[src/rtl/bin2bcd_seq_pkg.sv]
// Shared types and constants for the binary-to-BCD converter.
package bin2bcd_seq_pkg;

  localparam int unsigned BCD_DIGIT_W = 4;
  localparam int unsigned ADD3_THRESH = 4;

  typedef enum logic [1:0] {
    ST_IDLE = 2'b00,
    ST_OP   = 2'b01,
    ST_DONE = 2'b10
  } state_t;

  // 10**n, evaluated at elaboration to check that the digit count covers the input range
  function automatic longint unsigned pow10(input int unsigned n);
    longint unsigned p;
    p = 64'd1;
    for (int unsigned i = 0; i < n; i++) begin
      p = p * 64'd10;
    end
    return p;
  endfunction

endpackage

[src/rtl/bin2bcd_seq_if.sv]
// start/done_tick handshake plus data bus between the converter and its neighbours.
interface bin2bcd_seq_if
  import bin2bcd_seq_pkg::*;
#(
  parameter int unsigned W      = 8,
  parameter int unsigned DIGITS = 3
);

  logic                          start;
  logic [W-1:0]                  bin;
  logic                          ready;
  logic                          done_tick;
  logic [BCD_DIGIT_W*DIGITS-1:0] bcd;

  modport master (
    output start,
    output bin,
    input  ready,
    input  done_tick,
    input  bcd
  );

  modport slave (
    input  start,
    input  bin,
    output ready,
    output done_tick,
    output bcd
  );

endinterface

[src/rtl/bin2bcd_seq_add3.sv]
// Single BCD digit correction used before each double-dabble shift.
module bcd_add3
  import bin2bcd_seq_pkg::*;
(
  input  logic [BCD_DIGIT_W-1:0] i_d,
  output logic [BCD_DIGIT_W-1:0] o_d
);

  // Add 3 to any digit above 4 so the following shift carries correctly into the next digit
  always_comb begin
    o_d = i_d;
    if (i_d > BCD_DIGIT_W'(ADD3_THRESH)) begin
      o_d = i_d + BCD_DIGIT_W'(3);
    end
  end

endmodule

[src/rtl/bin2bcd_seq.sv]
// Sequential binary-to-BCD converter (shift-and-add-3), one bit per op cycle.
module bin2bcd_seq
  import bin2bcd_seq_pkg::*;
#(
  parameter int unsigned W      = 8,
  parameter int unsigned DIGITS = 3
)
(
  input  logic           clk,
  input  logic           reset,
  bin2bcd_seq_if.slave   bus
);

  localparam int unsigned BCD_W = BCD_DIGIT_W * DIGITS;
  localparam int unsigned CNT_W = $clog2(W + 1);

  // Reject configurations that cannot represent the full input range
  if (W == 0) begin : g_bad_w
    $error("bin2bcd_seq: W must be at least 1");
  end
  if (pow10(DIGITS) <= ((64'd1 << W) - 64'd1)) begin : g_bad_digits
    $error("bin2bcd_seq: DIGITS too small for W");
  end

  state_t             r_state;
  logic [W-1:0]       r_bin;
  logic [BCD_W-1:0]   r_dig;
  logic [CNT_W-1:0]   r_cnt;
  logic [BCD_W-1:0]   r_bcd;
  logic               r_done;

  state_t             w_state_nxt;
  logic [W-1:0]       w_bin_nxt;
  logic [BCD_W-1:0]   w_dig_nxt;
  logic [CNT_W-1:0]   w_cnt_nxt;
  logic [BCD_W-1:0]   w_bcd_nxt;
  logic               w_done_nxt;
  logic [BCD_W-1:0]   w_adj;

  // Per-digit add-3 correction of the current digit register
  for (genvar k = 0; k < DIGITS; k++) begin : g_add3
    bcd_add3 u_add3 (
      .i_d (r_dig[BCD_DIGIT_W*k +: BCD_DIGIT_W]),
      .o_d (w_adj[BCD_DIGIT_W*k +: BCD_DIGIT_W])
    );
  end

  // State and datapath registers with synchronous reset
  always_ff @(posedge clk) begin
    if (reset) begin
      r_state <= ST_IDLE;
      r_bin   <= '0;
      r_dig   <= '0;
      r_cnt   <= '0;
      r_bcd   <= '0;
      r_done  <= 1'b0;
    end else begin
      r_state <= w_state_nxt;
      r_bin   <= w_bin_nxt;
      r_dig   <= w_dig_nxt;
      r_cnt   <= w_cnt_nxt;
      r_bcd   <= w_bcd_nxt;
      r_done  <= w_done_nxt;
    end
  end

  // Next-state and datapath; the result and done pulse are registered on entry to done
  always_comb begin
    w_state_nxt = r_state;
    w_bin_nxt   = r_bin;
    w_dig_nxt   = r_dig;
    w_cnt_nxt   = r_cnt;
    w_bcd_nxt   = r_bcd;
    w_done_nxt  = 1'b0;
    case (r_state)
      ST_IDLE: begin
        if (bus.start) begin
          w_bin_nxt   = bus.bin;
          w_dig_nxt   = '0;
          w_cnt_nxt   = CNT_W'(W);
          w_state_nxt = ST_OP;
        end
      end
      ST_OP: begin
        {w_dig_nxt, w_bin_nxt} = {w_adj, r_bin} << 1;
        w_cnt_nxt = r_cnt - CNT_W'(1);
        if (r_cnt == CNT_W'(1)) begin
          w_bcd_nxt   = w_dig_nxt;
          w_done_nxt  = 1'b1;
          w_state_nxt = ST_DONE;
        end
      end
      ST_DONE: begin
        w_state_nxt = ST_IDLE;
      end
      default: begin
        w_state_nxt = ST_IDLE;
      end
    endcase
  end

  assign bus.ready     = (r_state == ST_IDLE);
  assign bus.done_tick = r_done;
  assign bus.bcd       = r_bcd;

endmodule

[src/flat_wrapper.sv]
// flat-port wrapper written by rule: the top's interface ports become plain ports
module bin2bcd_seq_flat import bin2bcd_seq_pkg::*;
#(
  parameter int unsigned W      = 8,
  parameter int unsigned DIGITS = 3
)
  (clk, reset, bus_start, bus_bin, bus_ready, bus_done_tick, bus_bcd);
  bin2bcd_seq_if #(.W(W), .DIGITS(DIGITS)) bus_i ();
  input  logic clk;
  input  logic reset;
  input wire logic [$bits(bus_i.start)-1:0] bus_start;
  input wire logic [$bits(bus_i.bin)-1:0] bus_bin;
  output wire logic [$bits(bus_i.ready)-1:0] bus_ready;
  output wire logic [$bits(bus_i.done_tick)-1:0] bus_done_tick;
  output wire logic [$bits(bus_i.bcd)-1:0] bus_bcd;
  assign bus_i.start = bus_start;
  assign bus_i.bin = bus_bin;
  assign bus_ready = bus_i.ready;
  assign bus_done_tick = bus_i.done_tick;
  assign bus_bcd = bus_i.bcd;
  bin2bcd_seq #(.W(W), .DIGITS(DIGITS)) u_core (.clk(clk), .reset(reset), .bus(bus_i));
endmodule
[config.mk]
export PLATFORM = sky130hd
export DESIGN_NAME = bin2bcd_seq_flat
export DESIGN_NICKNAME = d
export VERILOG_FILES = /design/src/rtl/bin2bcd_seq_pkg.sv /design/src/rtl/bin2bcd_seq_if.sv /design/src/rtl/bin2bcd_seq_add3.sv /design/src/rtl/bin2bcd_seq.sv /design/src/flat_wrapper.sv
export SDC_FILE = /design/constraint.sdc
export NUM_CORES = 1
export LEC_CHECK = 0
export CAP_MARGIN = 40
export CORE_MARGIN = 8
export CORE_UTILIZATION = 35
export DETAILED_ROUTE_END_ITERATION = 7
export PLACE_DENSITY_LB_ADDON = 0.2
export SLEW_MARGIN = 20
export SYNTH_ARGS = -nofsm -noshare
export SYNTH_HDL_FRONTEND = slang
export SYNTH_HIERARCHICAL = 1
export SYNTH_SLANG_ARGS = --single-unit
[constraint.sdc]
create_clock -name clk -period 2.3 [get_ports clk]
set_input_delay 0.345 -clock clk [delete_from_list [all_inputs] [get_ports clk]]
set_output_delay 0.345 -clock clk [all_outputs]
set_load 0.02 [all_outputs]
== After elaboration in Yosys (flattened, before gate mapping) ==
Index checks and enable logic that the tools add are counted.
W data, S select, Z words.

* Bits in registers: 39
* Input port bits: 11
* Output and inout bits: 14
* Logic and storage cells: 37

* $add $sub $neg: 4
* Order comparisons: 3
* Eq/ne operators: 4
* Multiplexer cells: 13
* Bitwise operators: 1
* Reductions and logical operators: 6

{| class="wikitable"
|+ Operator list
! kind !! count
|-
| $pmux W12 S2 || 1
|-
| $pmux W8 S2 || 1
|-
| $gt A4 B3 Y1 const B || 3
|-
| $mux W12 || 1
|-
| $mux W4 || 3
|-
| $add A4 B2 Y4 const B || 2
|-
| $mux W8 || 1
|-
| $pmux W4 S2 || 1
|-
| $reduce_and A2 Y1 || 3
|-
| $eq A4 B1 Y1 const B || 1
|-
| $mux W2 || 2
|-
| $pmux W2 S2 || 1
|-
| $sub A4 B1 Y4 const B || 1
|-
| $add A3 B2 Y3 const B || 1
|-
| $mux W3 || 1
|-
| $eq A2 B1 Y1 const B || 1
|-
| $logic_not A2 Y1 || 1
|-
| $ne A2 B1 Y1 const B || 1
|-
| $ne A2 B2 Y1 const B || 1
|-
| $reduce_bool A2 Y1 || 1
|-
| $reduce_or A2 Y1 || 1
|-
| $mux W1 || 1
|-
| $not A1 Y1 || 1
|}

== Depth between registers and ports, before layout ==
* Word-level depth: 3
* Mapped depth: 7
* Mapped depth without buffers: 7

== Cells and area by module ==
The synthesis kept the hierarchy.

{| class="wikitable"
|+ By module, submodules not included
! module !! times used !! cells an instance !! area each (um2) !! seq. area each (um2)
|-
| bin2bcd_seq || 1 || 144 || 1472.7 || 780.7
|-
| bcd_add3 || 3 || 15 || 103.8 || 0.0
|}

== Worst setup path after synthesis ==
No wires, ideal clock.

* Path type: flip-flop to flip-flop
* Start point: register u_core.r_cnt[1]
* End point: register u_core.r_bcd[0], in the netlist u_core/bus.bcd[0]
* Setup time: 0.117 ns
* Arrival time: 1.273 ns
* Required time: 2.183 ns
* Slack: 0.910 ns
* Cell stages (with the launch flop): 7
* Path buffers: 1
* Clock period less this slack: 1.390 ns
* Cells stage by stage: dfxtp_1 inv_1 ha_1 and4bb_2 nor3b_4 buf_6 a22o_1

* Word-level cells in the longest chain between the ends: 2

{| class="wikitable"
|+ RTL lines
! element !! RTL line !! text
|-
| start, declared || bin2bcd_seq.sv:28 || <nowiki>logic [CNT_W-1:0] r_cnt;</nowiki>
|-
| start signal, assigned || bin2bcd_seq.sv:61 || <nowiki>r_cnt <= w_cnt_nxt;</nowiki>
|-
| $eq A4 B1 Y1 || bin2bcd_seq.sv:87 || <nowiki>if (r_cnt == CNT_W'(1)) begin</nowiki>
|-
| $reduce_and A2 Y1 (no line) || - ||
|-
| end signal, assigned || bin2bcd_seq.sv:62 || <nowiki>r_bcd <= w_bcd_nxt;</nowiki>
|-
| end, declared || bin2bcd_seq.sv:29 || <nowiki>logic [BCD_W-1:0] r_bcd;</nowiki>
|}

No other way between the ends.
A chain may end at the register's enable or synchronous reset.

== Final worst setup path ==
* Start point: register u_core.r_state[1]
* End point: output bus_ready

* Word-level cells in the longest chain between the ends: 1

{| class="wikitable"
|+ RTL lines
! element !! RTL line !! text
|-
| start, declared || bin2bcd_seq.sv:25 || <nowiki>state_t r_state;</nowiki>
|-
| start signal, assigned || bin2bcd_seq.sv:58 || <nowiki>r_state <= w_state_nxt;</nowiki>
|-
| $logic_not A2 Y1 || bin2bcd_seq.sv:102 || <nowiki>assign bus.ready = (r_state == ST_IDLE);</nowiki>
|-
| end, declared || flat_wrapper.sv:13 || <nowiki>output wire logic [$bits(bus_i.ready)-1:0] bus_ready;</nowiki>
|}

No other way between the ends.

==> results.tsv <==
stage	metric	value	unit
global_route	pin count of the biggest net entering global routing	27	
layout	area of the multi-input gates	872	µm²
die	Die Height	87.0	µm
clock_tree	maximum root-to-sink buffer count	2	
synth	Cells after Synth	186	
drt	Pre-Repair DR Iteration Count	4	
die	Core Footprint	0.00498	mm²
sta	post-route minimum period	1.83	ns
sta	Clock Skews	0.00764	ns
setup_path	startpoint class of the critical path	flip-flop	
layout	filler instances	482	
die	die area	0.00758	mm²
power	P_leak	0.857	nW
power	Max VDD drop	319	µV
clock_tree	CTS H-tree depth	2	
run	Max Cap Viol	0	
drt	initial detailed-routing violation count	87	
clock_tree	CTS Sinks	39	
sta	Max Freq	545	MHz
synth	mean area per synthesized cell	9.50	µm²
placement	IO buf count	24	
clock_tree	Worst-Skew Late Latency	0.29	ns
layout	Core Util, Final	44.3	%
sta	setup TNS	0	ns
global_route	total track usage	10.3	%
synth	synthesized area	0.00177	mm²
clock_tree	Resized Gates After CTS	0	
global_route	first-pass GRT wire length	6.17	mm
setup_path	CP endpoint kind	primary output	
layout	NumNets Final	230	
drt	antenna-violating nets left	0	
sta	Slew HR	54.7	%
drt	DRC	0	
run_status	status	finished, final reports clean	
synth	Yosys warnings	6	
clock_tree	Setup Buffers After CTS	0	
sta	Hold Vio Cnt, Final	0	
layout	commonest non-fill, non-tap cell in the layout	dfxtp_1	
hold_path	class of the worst hold path	reg2reg	
setup_path	worst path bufs/invs	2	
clock_tree	root buffer cell	clkbuf_8	
setup_path	crit path max fanout	12	
layout	Inserted Diodes	0	
global_route	vias in the first global route	1305	
sta	Slew @ Worst Pin	0.679	ns
sta	final slew viol count	0	
setup_path	Critical Path AT	1.49	ns
setup_path	Crit path largest cell delay	0.61	ns
layout	share of cells above drive strength 1	9.43	%
die	IO Count	25	
die	# rows	26	
drt	via count	1355	
layout	commonest non-fill, non-tap cells in the layout	dfxtp_1 (39), nor2_1 (26), clkdlybuf4s50_1 (24)	
global_route	GRT overflow	0	
global_route	initial antenna violation count	0	
sta	Finish-stage setup viols	0	
setup_path	flop-to-flop setup slack	0.53	ns
power	Pwr Density	704	mW/mm²
layout	Syn-to-layout area delta	24.7	%
placement	routability-driven placement congestion ratio	0.781	
setup_path	CP Class	reg2out	
setup_path	crit-path leading delay family	buffers and inverters	
drt	via/cell ratio	4.80	
setup_path	highest-delay cell along the critical path	clkdlybuf4s50_1	
synth	post-synth net total	205	
die	Initial Utilization	35.5	%
drt	final wirelength	3.70	mm
clock_tree	CTS tree	done	
drt	DR WL/cell	13.1	µm
clock_tree	Reg clk slew, reported paths	0.08	ns
die	die width	87.0	µm
placement	DP HPWL	2.63	mm
sta	RSZ-0062 raised after global routing	no	
setup_path	CP Data Required Time	1.96	ns
setup_path	cells along the critical path	buf_4 -> nor2_1 -> clkdlybuf4s50_1	
clock_tree	CTS Hold Bufs	0	
sta	final cycle utilization of the critical path	79.7	%
layout	Seq. cell area	781	µm²
clock_tree	total CTS buffers	5	
[final timing paths]
| path | from | to | cells after the start |
|---|---|---|---|
| setup reg to reg | u_core/r_cnt[1]$_SDFFE_PP0P_ | u_core/bus.bcd[6]$_SDFFE_PP0P_ | 6 |
| setup / recovery | u_core/r_state[1]$_SDFFE_PP0P_ | bus_ready | 3 |
| hold reg to reg | u_core/bus.bcd[4]$_SDFFE_PP0P_ | u_core/bus.bcd[4]$_SDFFE_PP0P_ | 1 |
| hold / removal | u_core/bus.bcd[4]$_SDFFE_PP0P_ | u_core/bus.bcd[4]$_SDFFE_PP0P_ | 1 |
[routing by layer]
layer	vias up	part of all wire (%)	wire length, µm	GRT usage, %
met5	-	0	0	0
met4	0	1.5	56	4.23
met3	5	5.5	202	4.06
met2	25	43	1610	15.8
met1	611	50	1830	12.6
li1	714	-	-	-
[cell type report]
| class | instances | area share, % |
|---|---|---|
| multi-input combinational | 123 | 39.6 |
| sequential | 39 | 35.4 |
| timing repair buffer | 29 | 12.6 |
| tap | 70 | 3.98 |
| clock buffer | 5 | 3.12 |
| clock inverter | 3 | 3.07 |
| inverter | 13 | 2.21 |
[where the power goes]
group	leakage [nW]	switching, W	internal (W)
Clock	0.0644	0.000259	0.000433
Combinational	0.475	0.0000745	0.0000661
Sequential	0.317	0.0000192	0.000698
Total	0.857	0.000353	0.00120
[metrics by stage]
stage,setup slack [ns],power (W),instances,hold slack (ns),area (µm²)
4_1_cts,0.442,0.00157,282,0.479,2200
3_5_place_dp,0.466,0.000876,274,0.460,2070
5_1_grt,0.372,0.00162,282,0.496,2200
6_report,0.467,0.00155,282,0.475,2200
2_1_floorplan,0.910,0.000828,186,0.447,1770
3_3_place_gp,0.310,0.000872,273,0.457,2060
[sequential cells by signal, summed over array words and instances, names as in the netlist]
signal,count
u_core/r_dig,12
u_core/r_state,2
u_core/bus.done_tick,1
u_core/r_cnt,4
u_core/bus.bcd,12
u_core/r_bin,8
Power figures use the tool's default switching activity.
